==> src/rtl/inst_buffer_pkg.sv <==
// Shared types and opcode constants for the fetch-to-decode instruction buffer.
// No logic of its own; imported by the predecoder, interface and buffer top.
// Entry widths are fixed at 32-bit instruction and 32-bit PC.
package inst_buffer_pkg;

   localparam int INST_W = 32;
   localparam int ADDR_W = 32;

   // Major opcode field inst[31:26] of the unconditional jumps
   localparam logic [5:0] OPC_B    = 6'b010100;
   localparam logic [5:0] OPC_BL   = 6'b010101;
   localparam logic [5:0] OPC_JIRL = 6'b010011;

   // Sub-opcode inst[28:24] that marks a store inside the memory group
   localparam logic [4:0] OPC_STORE_SUB = 5'b01001;

   // inst[31:24] of the CSR access group
   localparam logic [7:0] OPC_CSR = 8'b00000100;

   typedef enum logic [2:0] {
      PD_ALU    = 3'd0,
      PD_BRANCH = 3'd1,
      PD_JUMP   = 3'd2,
      PD_LOAD   = 3'd3,
      PD_STORE  = 3'd4,
      PD_CSR    = 3'd5
   } pd_class_t;

   typedef struct packed {
      logic [INST_W-1:0] inst;
      logic [ADDR_W-1:0] pc;
      logic              pred_taken;
      logic [ADDR_W-1:0] pred_addr;
      pd_class_t         pd_class;
   } entry_t;

   function automatic logic is_jump(input logic [5:0] op);
      return (op == OPC_B) || (op == OPC_BL) || (op == OPC_JIRL);
   endfunction

endpackage

==> src/rtl/inst_buffer_if.sv <==
// Fetch/decode side bundle of the instruction buffer.
// master = fetch + decode + recovery (drives pushes, out_ready, flush).
// slave  = the buffer (drives in_ready, head fields, occupancy).
interface inst_buffer_if import inst_buffer_pkg::*; #(
   parameter int DEPTH       = 8,
   parameter int FETCH_WIDTH = 2,
   parameter int INST_WIDTH  = 32,
   parameter int ADDR_WIDTH  = 32
);
   logic                                 flush;
   logic [$clog2(FETCH_WIDTH+1)-1:0]     in_count;
   logic [FETCH_WIDTH*INST_WIDTH-1:0]    in_inst;
   logic [ADDR_WIDTH-1:0]                in_pc;
   logic [FETCH_WIDTH-1:0]               in_pred_taken;
   logic [ADDR_WIDTH-1:0]                in_pred_addr;
   logic                                 in_ready;
   logic                                 out_valid;
   logic                                 out_ready;
   logic [INST_WIDTH-1:0]                out_inst;
   logic [ADDR_WIDTH-1:0]                out_pc;
   logic                                 out_pred_taken;
   logic [ADDR_WIDTH-1:0]                out_pred_addr;
   pd_class_t                            out_class;
   logic [$clog2(DEPTH+1)-1:0]           occupancy;

   modport master (
      output flush, in_count, in_inst, in_pc, in_pred_taken, in_pred_addr, out_ready,
      input  in_ready, out_valid, out_inst, out_pc, out_pred_taken, out_pred_addr,
             out_class, occupancy
   );

   modport slave (
      input  flush, in_count, in_inst, in_pc, in_pred_taken, in_pred_addr, out_ready,
      output in_ready, out_valid, out_inst, out_pc, out_pred_taken, out_pred_addr,
             out_class, occupancy
   );
endinterface

==> src/rtl/inst_predecode.sv <==
// Coarse instruction classifier used at buffer write time.
// Latency: purely combinational.
// Backpressure: none; one instance per fetch lane.
module inst_predecode import inst_buffer_pkg::*; (
   input  logic [INST_W-1:0] inst,
   output pd_class_t         pd_class
);

   // Priority decode: branch/jump group, then memory group, then CSR, else ALU
   always_comb begin
      pd_class = PD_ALU;
      if (inst[31:30] == 2'b01)
         pd_class = is_jump(inst[31:26]) ? PD_JUMP : PD_BRANCH;
      else if (inst[31:29] == 3'b001)
         pd_class = (inst[28:24] == OPC_STORE_SUB) ? PD_STORE : PD_LOAD;
      else if (inst[31:24] == OPC_CSR)
         pd_class = PD_CSR;
   end

endmodule

==> src/rtl/inst_buffer.sv <==
// Circular instruction buffer: up to FETCH_WIDTH pushes/cycle, one pop/cycle to decode.
// Latency: push to out_valid 1 cycle; 0 cycles from empty with INST_BUFFER_BYPASS_EN.
// Backpressure: in_ready from occupancy only; head held stable while out_ready is low.
module inst_buffer import inst_buffer_pkg::*; #(
   parameter int DEPTH       = 8,
   parameter int FETCH_WIDTH = 2,
   parameter int INST_WIDTH  = INST_W,
   parameter int ADDR_WIDTH  = ADDR_W
) (
   input  logic         clk,
   input  logic         rst,
   inst_buffer_if.slave bus
);

   localparam int PW = $clog2(DEPTH);
   localparam int CW = $clog2(FETCH_WIDTH + 1);
   localparam int OW = $clog2(DEPTH + 1);

   entry_t          mem [DEPTH];
   logic [PW-1:0]   head;
   logic [PW-1:0]   tail;
   logic [OW-1:0]   occupancy;

   entry_t          lane_ent [FETCH_WIDTH];
   pd_class_t       lane_cls [FETCH_WIDTH];
   logic [CW-1:0]   eff_count;
   logic [CW-1:0]   skip;
   logic [CW-1:0]   push_n;
   logic            in_ready;
   logic            stored_valid;
   logic            accept;
   logic            bypass_vld;
   logic            bypass_take;
   logic            pop;
   entry_t          head_ent;

   // Per-lane entry assembly: predecode, sequential PC, target only on a taken lane
   for (genvar i = 0; i < FETCH_WIDTH; i++) begin : g_lane
      inst_predecode u_pd (
         .inst     (bus.in_inst[i*INST_WIDTH +: INST_WIDTH]),
         .pd_class (lane_cls[i])
      );
      assign lane_ent[i] = '{
         inst:       bus.in_inst[i*INST_WIDTH +: INST_WIDTH],
         pc:         bus.in_pc + ADDR_WIDTH'(4 * i),
         pred_taken: bus.in_pred_taken[i],
         pred_addr:  bus.in_pred_taken[i] ? bus.in_pred_addr : '0,
         pd_class:   lane_cls[i]
      };
   end

   // Truncate the push just after the lowest-numbered predicted-taken lane
   always_comb begin
      eff_count = bus.in_count;
      for (int i = FETCH_WIDTH - 1; i >= 0; i--)
         if (bus.in_pred_taken[i] && (CW'(i) < bus.in_count))
            eff_count = CW'(i + 1);
   end

   assign in_ready     = occupancy <= OW'(DEPTH - FETCH_WIDTH);
   assign stored_valid = occupancy != '0;
   assign accept       = !bus.flush && in_ready && (eff_count != '0);

`ifdef INST_BUFFER_BYPASS_EN
   assign bypass_vld = !stored_valid && !bus.flush && (bus.in_count != '0);
`else
   assign bypass_vld = 1'b0;
`endif
   assign bypass_take = bypass_vld && bus.out_ready;

   // A bypassed lane 0 goes straight to decode and is not written
   assign skip   = CW'(bypass_take);
   assign push_n = accept ? (eff_count - skip) : '0;
   assign pop    = !bus.flush && !bypass_vld && stored_valid && bus.out_ready;

   // Head selection; zero data whenever nothing is valid
   always_comb begin
      head_ent = '0;
      if (bypass_vld)
         head_ent = lane_ent[0];
      else if (stored_valid)
         head_ent = mem[head];
   end

   assign bus.in_ready       = in_ready;
   assign bus.out_valid      = stored_valid || bypass_vld;
   assign bus.out_inst       = head_ent.inst;
   assign bus.out_pc         = head_ent.pc;
   assign bus.out_pred_taken = head_ent.pred_taken;
   assign bus.out_pred_addr  = head_ent.pred_addr;
   assign bus.out_class      = head_ent.pd_class;
   assign bus.occupancy      = occupancy;

   // Entry storage write: accepted lanes land at consecutive slots from tail
   always_ff @(posedge clk) begin
      if (accept)
         for (int i = 0; i < FETCH_WIDTH; i++)
            if ((CW'(i) >= skip) && (CW'(i) < eff_count))
               mem[tail + PW'(i) - PW'(skip)] <= lane_ent[i];
   end

   // Pointer and occupancy update; flush dominates any push or pop
   always_ff @(posedge clk or posedge rst) begin
      if (rst) begin
         head      <= '0;
         tail      <= '0;
         occupancy <= '0;
      end else if (bus.flush) begin
         head      <= '0;
         tail      <= '0;
         occupancy <= '0;
      end else begin
         tail      <= tail + PW'(push_n);
         if (pop)
            head <= head + PW'(1);
         occupancy <= occupancy + OW'(push_n) - OW'(pop);
      end
   end

   // Fetch must never offer lanes while the buffer is not ready
   assert property (@(posedge clk) disable iff (rst || bus.flush)
                    !((bus.in_count != '0) && !in_ready));

endmodule

==> src/flat_wrapper.sv <==
// flat-port wrapper written by rule: the top's interface ports become plain ports
module inst_buffer_flat import inst_buffer_pkg::*;
#(
   parameter int DEPTH       = 8,
   parameter int FETCH_WIDTH = 2,
   parameter int INST_WIDTH  = INST_W,
   parameter int ADDR_WIDTH  = ADDR_W
)
  (clk, rst, bus_flush, bus_in_count, bus_in_inst, bus_in_pc, bus_in_pred_taken, bus_in_pred_addr, bus_out_ready, bus_in_ready, bus_out_valid, bus_out_inst, bus_out_pc, bus_out_pred_taken, bus_out_pred_addr, bus_out_class, bus_occupancy);
  inst_buffer_if #(.DEPTH(DEPTH), .FETCH_WIDTH(FETCH_WIDTH), .INST_WIDTH(INST_WIDTH), .ADDR_WIDTH(ADDR_WIDTH)) bus_i ();
  input  logic clk;
  input  logic rst;
  input wire logic [$bits(bus_i.flush)-1:0] bus_flush;
  input wire logic [$bits(bus_i.in_count)-1:0] bus_in_count;
  input wire logic [$bits(bus_i.in_inst)-1:0] bus_in_inst;
  input wire logic [$bits(bus_i.in_pc)-1:0] bus_in_pc;
  input wire logic [$bits(bus_i.in_pred_taken)-1:0] bus_in_pred_taken;
  input wire logic [$bits(bus_i.in_pred_addr)-1:0] bus_in_pred_addr;
  input wire logic [$bits(bus_i.out_ready)-1:0] bus_out_ready;
  output wire logic [$bits(bus_i.in_ready)-1:0] bus_in_ready;
  output wire logic [$bits(bus_i.out_valid)-1:0] bus_out_valid;
  output wire logic [$bits(bus_i.out_inst)-1:0] bus_out_inst;
  output wire logic [$bits(bus_i.out_pc)-1:0] bus_out_pc;
  output wire logic [$bits(bus_i.out_pred_taken)-1:0] bus_out_pred_taken;
  output wire logic [$bits(bus_i.out_pred_addr)-1:0] bus_out_pred_addr;
  output wire logic [$bits(bus_i.out_class)-1:0] bus_out_class;
  output wire logic [$bits(bus_i.occupancy)-1:0] bus_occupancy;
  assign bus_i.flush = bus_flush;
  assign bus_i.in_count = bus_in_count;
  assign bus_i.in_inst = bus_in_inst;
  assign bus_i.in_pc = bus_in_pc;
  assign bus_i.in_pred_taken = bus_in_pred_taken;
  assign bus_i.in_pred_addr = bus_in_pred_addr;
  assign bus_i.out_ready = bus_out_ready;
  assign bus_in_ready = bus_i.in_ready;
  assign bus_out_valid = bus_i.out_valid;
  assign bus_out_inst = bus_i.out_inst;
  assign bus_out_pc = bus_i.out_pc;
  assign bus_out_pred_taken = bus_i.out_pred_taken;
  assign bus_out_pred_addr = bus_i.out_pred_addr;
  assign bus_out_class = bus_i.out_class;
  assign bus_occupancy = bus_i.occupancy;
  inst_buffer #(.DEPTH(DEPTH), .FETCH_WIDTH(FETCH_WIDTH), .INST_WIDTH(INST_WIDTH), .ADDR_WIDTH(ADDR_WIDTH)) u_core (.clk(clk), .rst(rst), .bus(bus_i));
endmodule
==> config.mk <==
export PLATFORM = sky130hd
export DESIGN_NAME = inst_buffer_flat
export DESIGN_NICKNAME = d
export VERILOG_FILES = /design/src/rtl/inst_buffer_pkg.sv /design/src/rtl/inst_buffer_if.sv /design/src/rtl/inst_predecode.sv /design/src/rtl/inst_buffer.sv /design/src/flat_wrapper.sv
export SDC_FILE = /design/constraint.sdc
export NUM_CORES = 1
export LEC_CHECK = 0
export BUFFER_PORTS_ARGS = -buffer_cell sky130_fd_sc_hd__buf_2
export CORE_UTILIZATION = 50
export CTS_BUF_LIST = sky130_fd_sc_hd__clkbuf_8
export DETAILED_ROUTE_END_ITERATION = 12
export GPL_TIMING_DRIVEN = 0
export PLACE_DENSITY = 0.77
export REMOVE_ABC_BUFFERS = 1
export SLEW_MARGIN = 20
export SYNTH_ARGS = -nofsm -noshare
export SYNTH_HDL_FRONTEND = slang
export SYNTH_SLANG_ARGS = --single-unit
==> constraint.sdc <==
create_clock -name clk -period 9.2 [get_ports clk]
set_input_delay 1.84 -clock clk [delete_from_list [all_inputs] [get_ports clk]]
set_output_delay 1.84 -clock clk [all_outputs]
set_load 0.01 [all_outputs]
# Yosys cells after proc, flatten, opt, wreduce, memory -nomap -nowiden
# Memory sizes are Yosys's and may differ from the RTL's.
# Cells that the tools add are included.
# op_classes
addsub	6
magnitude_cmp	5
eq_ne	14
mux	26
reduce_logical	14
# ops
cell	count
$mux 100	1
$mux 32	2
$eq 6x5->1 const B	6
$mux 3	11
$add 32x3->32 const B	1
$eq 8x3->1 const B	2
$eq 5x4->1 const B	2
$mux 2	5
$lt 1x2->1 const A	4
$add 3x1->3 const B	2
$eq 3x1->1 const B	2
$logic_and 1x1->1	6
$mux 1	6
$add 4x2->4	1
$eq 2x1->1 const B	2
$le 4x3->1 const B	1
$logic_or 1x1->1	4
$mux 4	1
$reduce_bool 2->1	2
$reduce_bool 4->1	1
$sub 4x1->4	1
$add 3x2->3	1
$logic_not 1->1	1
# totals
regBits	10
ramBits	800
input_bits	136
out_inout_bits	106
elab_cells	69
memories	1
# memory_table
memory	depth	word_bits	rd	rd_clocked_by_memory_dff	wr	line	text
u_core.mem	8	100	1	0	2	inst_buffer.sv:19	entry_t mem [DEPTH];

# Depth between registers and ports, before layout
# logic_depth
depth_word	10
depth_mapped	13
mapped_depth_nobuf	13

# Modules after synthesis
# Synthesis repeated with hierarchy kept, for this count alone.
# unflattened
cells_unflattened	3099
hier_area_um2	40301.2
# by_module_without_submodules
mod	instances	cells_per_inst	area_per_inst_um2	seq_area_each_um2
inst_buffer	1	3071	40050.9	24273.3
inst_predecode	2	14	125.1	0.0

# Least setup slack after synthesis
# Ideal clock, no wire load.
# synth_timing
path_type	input port to flip-flop
from	input bus_flush
to	memory u_core.mem[2][0] in the netlist's numbering, enable pin
setup_time_ns	0.711
arrival_ns	10.153
required_ns	8.489
slack_ns	-1.664
path_stages	4
n_path_buf	0
path_cell_list	a211oi_2 nor2_1 or3_1 o32ai_1
# synth_lines
element	line	text
from (decl)	flat_wrapper.sv:13	input wire logic [$bits(bus_i.flush)-1:0] bus_flush;
to (decl)	inst_buffer.sv:19	

# Worst setup path after layout
# layout_timing
from	register u_core.head[0]
to	output bus_out_pred_addr[19]
# layout_via
elab_chain_cells	2
# layout_rtl
element	line	text
from (decl)	inst_buffer.sv:20	logic [PW-1:0] head;
from (signal assigned)	inst_buffer.sv:115	head <= head + PW'(1);
$mem_v2 8x100	--	
$mux 100	inst_buffer.sv:81	else if (stored_valid)
to (decl)	flat_wrapper.sv:25	output wire logic [$bits(bus_i.out_pred_addr)-1:0] bus_out_pred_addr;
# Every way passes these cells.

==> results by group <==
Power and ir drop
  • Pwr Total: 10.79 mW
  • Leakage power: 16.28 nW
  • P per Cell Area: 220.9 mW/mm^2
  • Worst vdd ir: 0.0001835 V

Yosys
  • Ranking of synthesized cells by area: edfxtp_1, mux4_2, mux2_1, nor2b_1, xor2_1
  • Post-Syn Area per Cell: 15.45 um^2
  • FF+latch count, synth: 810
  • Seq/Total Area, Yosys: 59.02%
  • Synthesized area: 0.04113 mm^2
  • Synth top cells by count: edfxtp_1, nor2b_1, mux2_1
  • Yosys warnings: 0
  • Mapped Cells: 2,662
  • Top-count cell post-synth: edfxtp_1
  • Synth Flop Type: edfxtp_1
  • Area leader, netlist: edfxtp_1
  • Yosys cell types: 60
  • Post-synth top area share: 58.41%
  • Async S/R FF share, synth: 1.235%
  • Number of synthesized flops with an enable pin: 800

Critical path
  • CP Launch Type: flip-flop
  • RR Startpoint: u_core.tail[0]
  • Crit Path Category: reg2out
  • Worst Setup SP: u_core.head[0]
  • Crit-path cells: buf_16 > buf_16 > mux4_2 > mux2i_1 > nor2_1 > buf_2
  • Critical Path End Type: primary output
  • Slowest Stage Delay on Critical Path: 900 ps
  • Crit Path Max Fanout: 33
  • Slowest stage cell on the critical path: dfrtp_4
  • CP required: 7360 ps
  • Most numerous cell on the critical path: buf_16
  • WP data arrival: 3390 ps

Place
  • RePlAce Congestion: 0.7462
  • Placed instance area: 0.04628 mm^2
  • Port bufs: 241
  • Dpl cells: 3,862
  • Dpl hpwl: 72,550 um

STA
  • Slew Viols, Final: 0
  • Max Freq: 191.3 MHz
  • Tcrit/Tclk final: 56.81%
  • Clk_skew: 38.84 ps
  • RSZ-0062 raised after global routing: no
  • Worst Max-Slew Pin Slew: 1070 ps
  • Fin. Hold Viols: 0
  • Worst slew margin relative to its limit: 28.11%
  • Final setup fails: 0
  • Crit path time final: 5227 ps
  • Setup tns final: 0 ps

Job
  • Max_cap viols: 0

Floorplan
  • Initial Util: 50.81%
  • # rows: 104
  • Die Ht: 288.8 um
  • Die area: 0.08341 mm^2
  • Die W: 288.8 um
  • Ports: 242
  • Core Footprint: 0.08094 mm^2

CTS
  • Clk_lat worst skew: 820 ps
  • Total CTS buffers: 139
  • H-tree depth: 4
  • # resized after CTS: 0
  • TritonCTS clock tree: yes
  • CTS root buf: clkbuf_8
  • Hold buffer count at CTS: 0
  • Clock transition at path regs: 60 ps
  • Post-CTS setup buffers: 0
  • Max Buffers Root-to-Sink: 3
  • Sink Count: 810

Global route
  • Number of global-route vias before repair: 26,460
  • Met1 Usage GRT: 33.90%
  • Met2 Usage GRT: 44.68%
  • Gr ovfl total: 0
  • GR Layer Usage met3: 5.079%
  • Global-route wire length before repair: 162,800 um
  • GRT Resource Usage Total: 26.55%
  • Initial antenna violation count: 21
  • Largest net degree at the start of global routing: 47
  • Gr busiest metal: met2

Detailed routing
  • Total wire length: 109,200 um
  • Initial DRC count: 2,572
  • 1st-pass router iterations: 5
  • Drt via density: 6.119
  • Antenna-violating nets left: 0
  • Routed len/inst: 26.50 um
  • Vias: 25,220
  • Drc violations: 0

Final layout
  • Design area: 0.04886 mm^2
  • P&R area growth vs syn: 18.80%
  • Layout cells sized above 1: 28.01%
  • Final std cells w/o fill: 4,122
  • Fin util: 60.37%
  • # nets final: 3,092

Hold path
  • Hold_sp: u_core.tail[1]
  • HP Class: reg2reg

Outcome
  • Status: complete, no violations
final timing paths:
check	end	slack [ps]	depth (start not counted)
worst max-delay path	bus_out_pred_addr[19]	3970	6
worst min-delay path	u_core.tail[1]	790	3
worst max register to register	u_core.mem[7][71]	4950	9
max in group asynchronous	u_core.head[2]	7840	2
worst min register to register	u_core.tail[1]	790	3
min in group asynchronous	u_core.head[1]	1020	2
cell families (layout without fill, tap and decap cells):
family                     after synthesis  after routing  synth area share [%]
DFF                                    810            810                 59.02
xor gates and xnor gates               239            239                 5.090
buffers and inverters                  269            656                 2.893
other                                    0             13                     0
and+or+nand+nor                        706            706                 10.77
adders and majority gates               13             13                0.4320
AOI/OAI and AO/OA                       37             37                0.6206
muxes                                  588            588                 21.17
where the power goes:
group	internal, mW	switching [mW]	leakage (nW)	total [mW]
logic	1.50	1.80	7.41	3.31
registers	4.32	0.129	7.42	4.45
clock network	1.52	1.51	1.45	3.03
area by class of cell:
class                           count  area, um^2
Fill cell                        5896       32080
Sequential cell                   810       24280
Multi-Input combinational cell   1583       16040
Timing Repair Buffer              384        4541
Clock buffer                      144        1982
Tap cell                         1060        1326
Clock inverter                    103       560.5
Inverter                           25       93.84
Antenna cell                       13       32.53
layer usage:
| metal | up-vias | wire length (um) |
|---|---|---|
| met5 | - | 127 |
| met4 | 20 | 3411 |
| met3 | 262 | 8672 |
| met2 | 1232 | 55270 |
| met1 | 12840 | 41730 |
| li1 | 10870 | - |
per-stage QoR:
stage / hold slack [ps] / setup WS (ps)
global route: 823.8 / 3748
CTS: 770.6 / 3846
finish: 786.1 / 3973
floorplan: 646.0 / -1664
global placement: 698.0 / -12360
detailed placement: 763.0 / 4022
worst max-delay path: cells and delay by family (launching register included):
family                 cells  cell delay (ps)
multiplexers               2              740
buffers and inverters      3              780
flip-flops                 1              900
AND/OR/NAND/NOR            1               80
sequential cells by signal (all words and copies together), names as in the netlist:
register,count
u_core.bus.occupancy,4
u_core.tail,3
u_core.mem,800
u_core.head,3
layout by cell type, fill, tap and decap left out, drive strengths merged, types with 4 or more instances in the layout:
master,instances
mux2,256
nor3,51
diode,13
nand4,26
or4,4
and3,7
and4,13
nor4,126
ha,11
xnor2,80
buf,384
a31oi,10
dfrtp,10
nand2,17
inv,77
edfxtp,800
clkinvlp,5
mux4,200
clkbuf,144
and2,5
o21ai,6
mux2i,132
nor4b,5
xor2,159
nand3,51
nor2b,263
nor2,119
clkinv,44
a21oi,6
Note: power is estimated with default switching activity, not from simulation.
